[src/rtl/mips_pkg.sv]
// Shared types and helpers for the 8-bit-datapath multicycle MIPS fetch path.
package mips_pkg;

   localparam int IRWRITE_W = 4;

   typedef enum logic [2:0] {IDLE, RD, WAIT, CAP, DONE} fetch_state_t;

   // One-hot IRWrite strobe; for a 2-bit index, 3-index is simply ~index.
   function automatic logic [IRWRITE_W-1:0] byte_sel(input logic [1:0] index,
                                                     input logic       big_endian);
      logic [1:0] bit_idx;
      bit_idx = big_endian ? ~index : index;
      return IRWRITE_W'(1) << bit_idx;
   endfunction

endpackage

[src/rtl/fetch_lat_cnt.sv]
// Loadable down-counter that times the WAIT state for multi-cycle memory latency.
module fetch_lat_cnt #(
   parameter int unsigned CNT_W = 3
) (
   input  logic             clk_i,
   input  logic             rst_i,
   input  logic             load_i,
   input  logic [CNT_W-1:0] load_val_i,
   input  logic             dec_i,
   output logic             zero_o
);

   logic [CNT_W-1:0] cnt_q, cnt_d;

   // NOTE: every signal written in always_comb gets a default first, so no latch is inferred.
   always_comb begin
      cnt_d = cnt_q;
      if (load_i)
         cnt_d = load_val_i;
      else if (dec_i && cnt_q != '0)
         cnt_d = cnt_q - 1'b1;
   end

   // NOTE: sequential state uses non-blocking assignments only.
   always_ff @(posedge clk_i or posedge rst_i) begin
      if (rst_i) cnt_q <= '0;
      else       cnt_q <= cnt_d;
   end

   assign zero_o = (cnt_q == '0);

endmodule

[src/rtl/instr_fetch_seq.sv]
// Byte-fetch sequencer: reads the four bytes of one instruction and strobes
// them into instr_reg one at a time through IRWrite.
module instr_fetch_seq
   import mips_pkg::*;
#(
   parameter int unsigned ADDR_W     = 32,
   parameter int unsigned MEM_LAT    = 1,
   parameter bit          BIG_ENDIAN = 1'b0
) (
   input  logic                 clk_i,
   input  logic                 rst_i,
   input  logic                 start_i,
   input  logic                 abort_i,
   input  logic [ADDR_W-1:0]    pc_i,
   input  logic [7:0]           mem_rdata_i,
   output logic [ADDR_W-1:0]    mem_addr_o,
   output logic                 mem_rd_o,
   output logic [IRWRITE_W-1:0] ir_write_o,
   output logic [7:0]           byte_o,
   output logic                 busy_o,
   output logic                 done_o,
   output logic                 err_o,
   output logic [ADDR_W-1:0]    pc_next_o
);

   fetch_state_t          state_q, state_d;
   logic [1:0]            idx_q, idx_d, idx_inc;
   logic [ADDR_W-1:0]     pc_q, pc_d, addr_q, addr_d, pc_next_q, pc_next_d;
   logic                  mem_rd_q, mem_rd_d, busy_q, busy_d;
   logic                  done_q, done_d, err_q, err_d;
   logic [IRWRITE_W-1:0]  irw_q, irw_d;
   logic                  lat_load, lat_dec, lat_zero;

   assign idx_inc = idx_q + 2'd1;

   always_comb begin
      state_d   = state_q;
      idx_d     = idx_q;
      pc_d      = pc_q;
      addr_d    = addr_q;
      pc_next_d = pc_next_q;
      busy_d    = busy_q;
      mem_rd_d  = 1'b0;
      irw_d     = '0;
      done_d    = 1'b0;
      err_d     = 1'b0;
      lat_load  = 1'b0;
      lat_dec   = 1'b0;

      case (state_q)
         IDLE: begin
            if (start_i) begin
               if (pc_i[1:0] == 2'b00) begin
                  pc_d     = pc_i;
                  idx_d    = 2'd0;
                  addr_d   = pc_i;
                  mem_rd_d = 1'b1;
                  busy_d   = 1'b1;
                  state_d  = RD;
               end else begin
                  err_d = 1'b1;
               end
            end
         end
         RD: begin
            if (MEM_LAT > 1) begin
               lat_load = 1'b1;
               state_d  = WAIT;
            end else begin
               irw_d   = byte_sel(idx_q, BIG_ENDIAN);
               state_d = CAP;
            end
         end
         WAIT: begin
            if (lat_zero) begin
               irw_d   = byte_sel(idx_q, BIG_ENDIAN);
               state_d = CAP;
            end else begin
               lat_dec = 1'b1;
            end
         end
         CAP: begin
            if (idx_q == 2'd3) begin
               done_d    = 1'b1;
               busy_d    = 1'b0;
               pc_next_d = pc_q + ADDR_W'(4);
               state_d   = DONE;
            end else begin
               idx_d    = idx_inc;
               addr_d   = pc_q + ADDR_W'(idx_inc);
               mem_rd_d = 1'b1;
               state_d  = RD;
            end
         end
         DONE:    state_d = IDLE;
         default: state_d = IDLE;
      endcase

      // Abort overrides every transition; in IDLE it also drops a same-cycle start.
      if (abort_i) begin
         state_d   = IDLE;
         pc_d      = pc_q;
         idx_d     = idx_q;
         addr_d    = addr_q;
         pc_next_d = pc_next_q;
         busy_d    = 1'b0;
         mem_rd_d  = 1'b0;
         irw_d     = '0;
         done_d    = 1'b0;
         err_d     = 1'b0;
         lat_load  = 1'b0;
         lat_dec   = 1'b0;
      end
   end

   always_ff @(posedge clk_i or posedge rst_i) begin
      if (rst_i) begin
         state_q   <= IDLE;
         idx_q     <= 2'd0;
         pc_q      <= '0;
         addr_q    <= '0;
         pc_next_q <= '0;
         busy_q    <= 1'b0;
         mem_rd_q  <= 1'b0;
         irw_q     <= '0;
         done_q    <= 1'b0;
         err_q     <= 1'b0;
      end else begin
         state_q   <= state_d;
         idx_q     <= idx_d;
         pc_q      <= pc_d;
         addr_q    <= addr_d;
         pc_next_q <= pc_next_d;
         busy_q    <= busy_d;
         mem_rd_q  <= mem_rd_d;
         irw_q     <= irw_d;
         done_q    <= done_d;
         err_q     <= err_d;
      end
   end

   generate
      if (MEM_LAT > 1) begin : g_lat_cnt
         fetch_lat_cnt #(.CNT_W(3)) u_lat_cnt (
            .clk_i      (clk_i),
            .rst_i      (rst_i),
            .load_i     (lat_load),
            .load_val_i (3'(MEM_LAT - 2)),
            .dec_i      (lat_dec),
            .zero_o     (lat_zero)
         );
      end else begin : g_no_lat_cnt
         // WAIT is unreachable here; load and dec are never both high, so this is constant 1.
         assign lat_zero = ~(lat_load & lat_dec);
      end
   endgenerate

   assign mem_addr_o = addr_q;
   assign mem_rd_o   = mem_rd_q;
   assign ir_write_o = abort_i ? '0 : irw_q;
   assign byte_o     = (state_q == CAP) ? mem_rdata_i : 8'h00;
   assign busy_o     = busy_q;
   assign done_o     = done_q;
   assign err_o      = err_q;
   assign pc_next_o  = pc_next_q;

endmodule

[config.mk]
export PLATFORM = sky130hd
export DESIGN_NAME = instr_fetch_seq
export DESIGN_NICKNAME = d
export VERILOG_FILES = /design/src/rtl/mips_pkg.sv /design/src/rtl/fetch_lat_cnt.sv /design/src/rtl/instr_fetch_seq.sv
export SDC_FILE = /design/constraint.sdc
export NUM_CORES = 1
export LEC_CHECK = 0
export ABC_AREA = 1
export ABC_CLOCK_PERIOD_IN_PS = 3130
export BUFFER_PORTS_ARGS = -buffer_cell sky130_fd_sc_hd__buf_4
export CAP_MARGIN = 40
export CORE_MARGIN = 2
export CORE_UTILIZATION = 50
export CTS_BUF_LIST = sky130_fd_sc_hd__clkbuf_16
export DETAILED_ROUTE_END_ITERATION = 8
export PLACE_DENSITY_LB_ADDON = 0.2
export SLEW_MARGIN = 20
export SYNTH_ARGS = -nofsm -noshare
export SYNTH_HDL_FRONTEND = slang
export SYNTH_SLANG_ARGS = --single-unit
[constraint.sdc]
create_clock -name clk_i -period 3.13 [get_ports clk_i]
set_input_delay 0.313 -clock clk_i [delete_from_list [all_inputs] [get_ports clk_i]]
set_output_delay 0.313 -clock clk_i [all_outputs]
set_load 0.05 [all_outputs]
==> summary.md, run 1 <==
| Metric | Value |
|---|---|
| Nets | 980 |
| Final instance area | 7302 µm² |
| Startpoint type of the worst setup path | flop |
| FFs w/ async S/R, synth | 100.0% |
| CP arrival | 2660 ps |
| Int Power | 2.916 mW |
| Port Buf Inserts | 123 |
| Maximum net fanout on the critical path | 5 |
| Clock-pin slew on the worst setup and hold paths | 80 ps |
| # DRC | 6 |
| Net Switching | 2.369 mW |
| Worst path required time | 3360 ps |
| Flop pwr share | 40.0% |
| Pre-antenna DRT Iters | 7 |
| Combinational share of power | 39.5% |
| Post-cts resize count | 0 |
| Share of layout cells above drive strength 1 | 20.69% |
| Clock power share | 20.4% |
| Vias | 5704 |
| Pins Over Slew Limit | 0 |
| Global-route wire length before repair | 27810 µm |
| Reg2reg setup slack | 700 ps |
| Setup TNS | 0 ps |
| Top-area cell type share of the netlist area | 45.70% |
| Failing checks | DRC |
| Vias in the first global route | 5314 |
| Die area | 12830 µm² |
| Largest net degree at the start of global routing | 61 |
| Area delta synth->final | 22.35% |
| Sequential share of the synthesized area | 45.70% |
| Clock latency on the worst-skew pair | 360 ps |
| Crit-path slowest cell | fa_1 |
| ANT nets after route | 0 |
| Placement Cell Area | 7009 µm² |
| Post-Syn Instances | 813 |
| Crit-path cells | inv_1 -> ha_1 -> fa_1 -> nand2_1 -> inv_1 -> nand2_1 -> clkinv_1 -> nand3_1 -> nand2_1 -> nor2_1 -> o21ai_1 |
| Antenna violations before repair | 0 |
| Syn_nets | 865 |
| Die height | 113.3 µm |
| Initial DRC count | 496 |
| Status | finished, violations left |
| Maximum vdd drop | 0.4459 mV |
| Most used cell, CP | nand2_1 |
| Buffers & Inverters on Critical Path | 3 |
| Worst hold slack | 40.46 ps |
| Mapped cell area | 5968 µm² |
| # IOs | 124 |
| Clock Tree Buf Depth | 2 |
| Multi-input gate area | 2790 µm² |
| Most frequent cell after synthesis | nand2_1 |
| # rows | 39 |
| CTS buffer count | 9 |
| Yosys warns | 0 |
| H-tree depth | 3 |
| R2R Path Start | idx_q[0] |
| Hold Path Class | input pin to async pin |
| Maxcap violations | 0 |
| EDFF count, synth | 0 |
| Worst setup EP type | flop |
| Final wirelength | 17450 µm |
| Leak | 3.553 nW |
| Worst r2r path cells | 11 |
| Fin crit period | 2427 ps |
| Clock skew | 13.34 ps |
| Final Setup Violations | 0 |
| Routed WL per cell | 16.21 µm |
| Final HPWL DP | 13380 µm |
| Peak Freq | 412.0 MHz |
| RePlAce Congestion | 0.9810 |
| Switching Share | 44.83% |
| Main synth FF type | dfrtp_1 |
| FF+latch count, synth | 109 |
| Final-report hold violation count | 0 |
| Top cells by area, synth | dfrtp_1 46%, nand2_1 15%, nor2_1 7.6% |
| Sequential Area | 2728 µm² |
| Core Region | 11520 µm² |
| Crit-path leading delay family | adder cells |
| Commonest cells post-synth | 245 x nand2_1, 121 x nor2_1, 109 x dfrtp_1, 70 x inv_1, 61 x nand3_1 |
| Mapped Avg Cell Area | 7.341 µm² |
| Clock sinks | 109 |
| Fillers | 1049 |
| Worst setup path category | flop to flop |
| Ant. Diodes | 0 |
| Critical Path Max Stage Delay | 510 ps |
| Grt ovf | 0 |
| Post-CTS setup-driven buffer insertion count | 0 |
| Synth unique cells | 29 |
| Die width | 113.3 µm |
| R2r endpoint | mem_addr_o[16] |
| CTS tree | built |
| Synth area leader | dfrtp_1 |
| RSZ-0062 raised after global routing | false |
| Slew margin rel. | 52.71% |
| Post-cts hold buffer count | 0 |
| Initial Utilization | 51.83% |
| Vias per cell | 5.301 |
| Power Dens Cells | 723.7 nW/µm² |
| CTS root buf | clkbuf_16 |
| GRT Total Usage | 28.08% |
| Transition time of the tightest slew-check pin | 707.1 ps |
| Final critical-path share of the clock period | 77.54% |
## tightest hold or removal path, delay by kind of cell
kind	cells	cell delay [ps]
buffers and inverters	3	450
## power by group through the flow
stage                     combinational, mW  clock (mW)  sequential (mW)
final                                  2.09        1.08             2.11
after global routing                   2.24        1.16             2.16
after CTS                              2.08        1.09             2.10
after detailed placement               2.08           0             2.12
after global placement                 2.06           0             2.12
after floorplan                       0.705           0             2.78
## cell usage in the layout (no fill, tap or decap), drive strengths merged, types with 9 or more instances in the layout
cell,synthesis,layout
o21ai,64,64
buf,22,131
a21oi,26,26
nand2,257,257
dfrtp,109,109
inv,78,79
clkbuf,5,9
xor2,9,9
nor2,143,143
a31oi,19,19
nand3,61,61
## layout make-up
type | instances | share of cell area, %
clock buffers | 9 | 3.084
clock inverters | 7 | 0.6511
inverters | 80 | 4.164
multi-input cells | 597 | 38.21
flip-flops and latches | 109 | 37.35
well taps | 143 | 2.450
repair buffers | 131 | 14.09
## metal layers
layer  vias to the layer above  track usage (%)  wire, µm
met4                         0            9.512       413
li1                       2812                -         -
met5                         -                0         0
met2                       267            41.12      7589
met1                      2593            42.42      7870
met3                        32            4.606      1572
## through the flow
| stage | power (mW) | util [%] | worst slack [ps] | instances |
|---|---|---|---|---|
| floorplan | 3.486 | - | 1084 | 813 |
| CTS | 5.275 | 63.23 | 736.8 | 1075 |
| finish | 5.284 | 63.41 | 703.0 | 1076 |
| global route | 5.560 | 63.41 | 474.8 | 1076 |
| global placement | 4.174 | 60.63 | 834.7 | 1058 |
| detailed placement | 4.200 | 60.86 | 785.2 | 1059 |
## flip-flops by register name, indices dropped and copies added (netlist names)
name and flops:
done_o 1, pc_next_o 32, irw_q 4, mem_addr_o 32
mem_rd_o 1, err_o 1, pc_q 32, state_q 3
idx_q 2, busy_o 1
## logic make-up after synthesis
group,share of synthesized area (%)
compound gates,9.665
xor+xnor,1.468
fa+ha+maj,1.803
buf+inv,7.589
flops,45.70
simple gates,33.77
## worst max path at each step
| stage | to | from | slack (ps) | depth (start not counted) |
|---|---|---|---|---|
| finish | mem_addr_o[16] | idx_q[0] | 700 | 11 |
| global route | mem_addr_o[16] | idx_q[0] | 470 | 11 |
| CTS | mem_addr_o[16] | idx_q[0] | 740 | 11 |
| detailed placement | mem_addr_o[16] | idx_q[0] | 790 | 11 |
| global placement | mem_addr_o[24] | idx_q[0] | 830 | 11 |
| floorplan | mem_addr_o[16] | idx_q[0] | 1080 | 11 |
(Power assumes the default switching activity.)
==> run 2: changes to the inputs <==
Settings changed: ABC_CLOCK_PERIOD_IN_PS 3130 to 2200.
Clock period 3.13 ns to 2.2 ns, I/O delays scaled along.
==> summary.md, run 2 (synthesis gave the netlist of run 1 again) <==
| Metric | Value |
|---|---|
| Clock sinks | 109 (unchanged) |
| Clock Tree Buf Depth | 2 (unchanged) |
| Vias | 5921 (+3.8%) |
| Nets | 994 (+1.4%) |
| Hold Path Class | input pin to async pin |
| DP Worst Slack | 14.98 ps (-770.3 ps) |
| Vias per cell | 5.432 (+2.5%) |
| Initial DRC count | 673 (+36%) |
| Most frequent cells in the layout | 243 x nand2_1, 141 x buf_4, 120 x nor2_1 |
| H-tree depth | 3 (unchanged) |
| Die height | 113.3 µm (unchanged) |
| Setup crit end | mem_addr_o[23] |
| Fin crit period | 2052 ps (-375.4 ps) |
| RSZ-0062 raised after global routing | true |
| Worst r2r path cells | 12 (+1) |
| Leak | 3.629 nW (+2.1%) |
| Share of layout cells above drive strength 1 | 22.49% (+1.8 points) |
| ANT nets after route | 0 (unchanged) |
| Crit-path leading delay family | simple AND/OR/NAND/NOR gates |
| GRT Total Usage | 29.85% (+1.8 points) |
| Die area | 12830 µm² (unchanged) |
| RePlAce Congestion | 1.035 (+5.5%) |
| CP startpoint | idx_q[1] |
| Peak Freq | 487.4 MHz (+18%) |
| # IOs | 124 (unchanged) |
| WP depth | 12 (+1) |
| CTS tree | built |
| Commonest non-fill, non-tap cell in the layout | nand2_1 |
| Slew margin rel. | 50.29% (-2.4 points) |
| Crit-path cells | inv_1 -> ha_4 -> ha_1 -> nand3_1 -> nand2_2 -> nand2_1 -> inv_1 -> nand2_1 -> nand2_1 -> nand3_1 -> nand2_1 -> nand2_1 |
| Clock-pin slew on the worst setup and hold paths | 70 ps (about the same) |
| Most used cell, CP | nand2_1 |
| Grt ovf | 0 (unchanged) |
| Final wirelength | 18250 µm (+4.6%) |
| Buffers & Inverters on Critical Path | 2 (-1) |
| Post-cts hold buffer count | 0 (unchanged) |
| # DRC | 6 (unchanged) |
| Clock latency on the worst-skew pair | 360 ps (about the same) |
| Worst path required time | 2440 ps (-920 ps) |
| Port Buf Inserts | 123 (unchanged) |
| Final critical-path share of the clock period | 93.25% (+16 points) |
| Pre-antenna DRT Iters | 8 (+1) |
| Worst hold slack | -7.792 ps (-48.25 ps) |
| Global-route wire length before repair | 29500 µm (+6.1%) |
| Status | finished, violations left |
| Maximum net fanout on the critical path | 4 (-1) |
| Final HPWL DP | 13880 µm (+3.7%) |
| Maximum vdd drop | 0.6675 mV (+50%) |
| Pins Over Slew Limit | 0 (unchanged) |
| Worst setup path category | flop to flop |
| CP arrival | 2290 ps (-370 ps) |
| Core Region | 11520 µm² (unchanged) |
| Failing checks | DRC, hold timing |
| Fin worst setup slack | 148.4 ps (-554.6 ps) |
| Routed WL per cell | 16.75 µm (+3.3%) |
| Critical Path Max Stage Delay | 410 ps (-100 ps) |
| Ant. Diodes | 0 (unchanged) |
| Final Setup Violations | 0 (unchanged) |
| R2R Path Start | idx_q[1] |
| Vias in the first global route | 5686 (+7.0%) |
| Final-report hold violation count | 9 (+9) |
| Die width | 113.3 µm (unchanged) |
| Worst setup EP type | flop |
| Startpoint type of the worst setup path | flop |
| Transition time of the tightest slew-check pin | 744.1 ps (+36.98 ps) |
| Crit-path slowest cell | dfrtp_1 |
| Antenna violations before repair | 0 (unchanged) |
| Clock skew | 11.17 ps (-2.169 ps) |
| Initial Utilization | 51.83% (unchanged) |
| Power Dens Cells | 1033 nW/µm² (+43%) |
| CTS buffer count | 9 (unchanged) |
| Final instance area | 7445 µm² (+2.0%) |
| Largest net degree at the start of global routing | 61 (unchanged) |
| # rows | 39 (unchanged) |
| CTS root buf | clkbuf_16 |
| Area delta synth->final | 24.74% |
| R2r endpoint | mem_addr_o[23] |
| Placement Cell Area | 7132 µm² (+1.7%) |
| Maxcap violations | 0 (unchanged) |
| Reg2reg setup slack | 150 ps (-550 ps) |
==> run 2: metrics by stage <==
step	std cells	total power, mW	setup TNS [ps]	utilization, %
floorplan	813	4.959	0	-
global placement	1073	6.018	0	61.93
detailed placement	1073	6.034	0	61.93
CTS	1089	7.651	0	64.39
global route	1090	8.066	-3.567	64.65
finish	1090	7.690	0	64.65
==> run 2: power by group <==
part,internal [mW],switching [mW]
registers,2.50,0.528
clock network,0.867,0.740
logic,0.917,2.14
total,4.28,3.41
==> run 2: worst min path at each step <==
| stage | endpoint | slack (ps) | depth (start not counted) |
|---|---|---|---|
| 5_1_grt | pc_next_o[5] | 40 | 2 |
| 3_3_place_gp | pc_next_o[5] | 380 | 2 |
| 2_1_floorplan | pc_q[3] | 340 | 2 |
| 6_report | pc_next_o[4] | -8 | 2 |
| 3_5_place_dp | pc_next_o[6] | 390 | 2 |
| 4_1_cts | pc_q[4] | 6 | 2 |
==> run 2: area by class of cell <==
type | instances | area [µm²]
multi-input combinational | 597 | 2813
clock inverter | 7 | 57.56
fill | 1056 | 4071
timing repair buffer | 145 | 1139
inverter | 80 | 304.0
sequential | 109 | 2728
clock buffer | 9 | 225.2
tap | 143 | 178.9
==> run 2: repair_timing <==
item,4_1_cts,5_1_grt
buffers inserted,0,1
resized for setup,0,8
setup endpoints to repair,0,12
==> run 2: routing by layer <==
layer	track usage (%)	wire, µm	vias up
met3	7.284	1828	48
met5	0	0	-
met4	11.87	584	0
li1	-	-	2828
met1	43.41	8040	2752
met2	43.07	7801	293
==> run 3: changes to the inputs <==
Settings changed: PLACE_DENSITY from default to 0.74, PLACE_DENSITY_LB_ADDON 0.2 to default.
==> summary.md, run 3 (synthesis gave the netlist of run 1 again) <==
| Metric | Value |
|---|---|
| Clock-pin slew on the worst setup and hold paths | 80 ps (about the same) |
| Most frequent cells in the layout | 244 x nand2_1, 143 x buf_4, 120 x nor2_1 |
| Fillers | 1074 (+1.7%) |
| Reg2reg setup slack | 110 ps (-40 ps) |
| # IOs | 124 (unchanged) |
| Final-report hold violation count | 0 (-9) |
| Metal-1 WL | 8496 µm (+5.7%) |
| Transition time of the tightest slew-check pin | 574.9 ps (-169.2 ps) |
| Pre-antenna DRT Iters | 7 (-1) |
| Clock skew | 11.06 ps (-0.1141 ps) |
| DP Worst Slack | -30.35 ps (-45.34 ps) |
| Global-route wire length before repair | 28460 µm (-3.5%) |
| Worst setup path category | flop to flop |
| Commonest non-fill, non-tap cell in the layout | nand2_1 |
| Status | finished, violations left |
| Slew margin rel. | 61.67% (+11 points) |
| GRT Total Usage | 28.74% (-1.1 points) |
| Worst r2r path cells | 10 (-2) |
| Fin worst setup slack | 108.8 ps (-39.63 ps) |
| CTS buffer count | 9 (unchanged) |
| CTS root buf | clkbuf_16 |
| Nets | 995 (+0.10%) |
| Ant. Diodes | 0 (unchanged) |
| Clock sinks | 109 (unchanged) |
| R2R Path Start | idx_q[1] |
| Routed WL per cell | 16.15 µm (-3.5%) |
| CTS tree | built |
| Startpoint type of the worst setup path | flop |
| Power Dens Cells | 1015 nW/µm² (-1.8%) |
| Clock Tree Buf Depth | 2 (unchanged) |
| Die area | 12830 µm² (unchanged) |
| Die height | 113.3 µm (unchanged) |
| Peak Freq | 478.2 MHz (-1.9%) |
| DR WL met3 | 1425 µm (-22%) |
| CP arrival | 2330 ps (+40 ps) |
| Largest net degree at the start of global routing | 110 (+80%) |
| H-tree depth | 3 (unchanged) |
| Fin crit period | 2091 ps (+39.63 ps) |
| Worst path required time | 2430 ps (about the same) |
| Final Setup Violations | 0 (unchanged) |
| Hold Path Class | input pin to async pin |
| # DRC | 4 (-2) |
| Maxcap violations | 0 (unchanged) |
| RePlAce Congestion | 0.9358 (-9.6%) |
| Initial Utilization | 51.83% (unchanged) |
| Final critical-path share of the clock period | 95.05% (+1.8 points) |
| Share of layout cells above drive strength 1 | 22.57% (+0.082 points) |
| Maximum net fanout on the critical path | 3 (-1) |
| R2r endpoint | mem_addr_o[11] |
| Failing checks | DRC |
| Total power | 7.538 mW (-2.0%) |
| Met2 WL | 7435 µm (-4.7%) |
| Maximum vdd drop | 0.7035 mV (+5.4%) |
| Core Region | 11520 µm² (unchanged) |
| Vias in the first global route | 5300 (-6.8%) |
| Leak | 3.623 nW (-0.14%) |
| Port Buf Inserts | 123 (unchanged) |
| Worst setup EP type | flop |
| Initial DRC count | 500 (-26%) |
| Area delta synth->final | 24.44% |
| Final HPWL DP | 13410 µm (-3.4%) |
| Final wirelength | 17620 µm (-3.5%) |
| ANT nets after route | 0 (unchanged) |
| Clock latency on the worst-skew pair | 360 ps (about the same) |
| Die width | 113.3 µm (unchanged) |
| Antenna violations before repair | 0 (unchanged) |
| Vias | 5715 (-3.5%) |
| Pins Over Slew Limit | 0 (unchanged) |
| Setup TNS | 0 ps (unchanged) |
| Max layer used | met4 |
| # rows | 39 (unchanged) |
| Grt ovf | 0 (unchanged) |
| Vias per cell | 5.238 (-3.6%) |
==> run 3: through the flow <==
stage / std cells / util (%) / instance area (µm²) / hold slack (ps)
global route: 1091 / 64.49 / 7427 / 87.66
finish: 1091 / 64.49 / 7427 / 38.75
CTS: 1090 / 64.23 / 7397 / 56.00
global placement: 1073 / 61.71 / 7107 / 437.3
detailed placement: 1074 / 61.89 / 7127 / 441.6
floorplan: 813 / - / 5972 / 336.7
==> run 3: where the power goes <==
group          internal (mW)  total [mW]  leakage [nW]  switching [mW]
sequential              2.50        2.98          1.40           0.484
combinational          0.929        3.06          2.10            2.13
clock                  0.761        1.50         0.130           0.739
total                   4.19        7.54          3.62            3.35
==> run 3: final cells by class <==
cell class                 instances  area, µm²  area share, %
clock buffer                       9      225.2          3.032
clock inverter                     7      42.54         0.5728
inverter                          80      304.0          4.094
multi-input combinational        597       2815          37.90
sequential                       109       2728          36.73
tap                              143      178.9          2.409
timing repair buffer             146       1134          15.26
==> run 3: per-layer routing <==
layer,vias to the layer above,global-route usage (%)
li1,2820,-
met1,2629,45.63
met2,243,40.36
met3,23,4.392
met4,0,8.537
met5,-,0
==> run 3: critical path, cell delays in order, from the launching register on <==
cell	delay [ps]
dfrtp_1	410
inv_1	150
ha_4	240
ha_1	290
nand2_1	60
nand2_2	90
nand2_1	70
nor2_2	210
xor2_1	160
o21ai_1	200
nand2_1	90
==> run 3: timing repair <==
item	CTS	global route
hold buffers	0	0
buffers inserted	0	1
gates resized for setup	2	4
pin swaps	0	3
setup endpoints to repair	5	16
==> run 3: worst max-delay path by stage <==
stage / to / start / slack [ps]
final: mem_addr_o[11] / idx_q[1] / 110
after global routing: mem_addr_o[23] / idx_q[1] / -10
after CTS: mem_addr_o[29] / idx_q[0] / 20
after detailed placement: mem_addr_o[16] / idx_q[0] / -30
after global placement: mem_addr_o[16] / idx_q[0] / 10
after floorplan: mem_addr_o[16] / idx_q[0] / 150
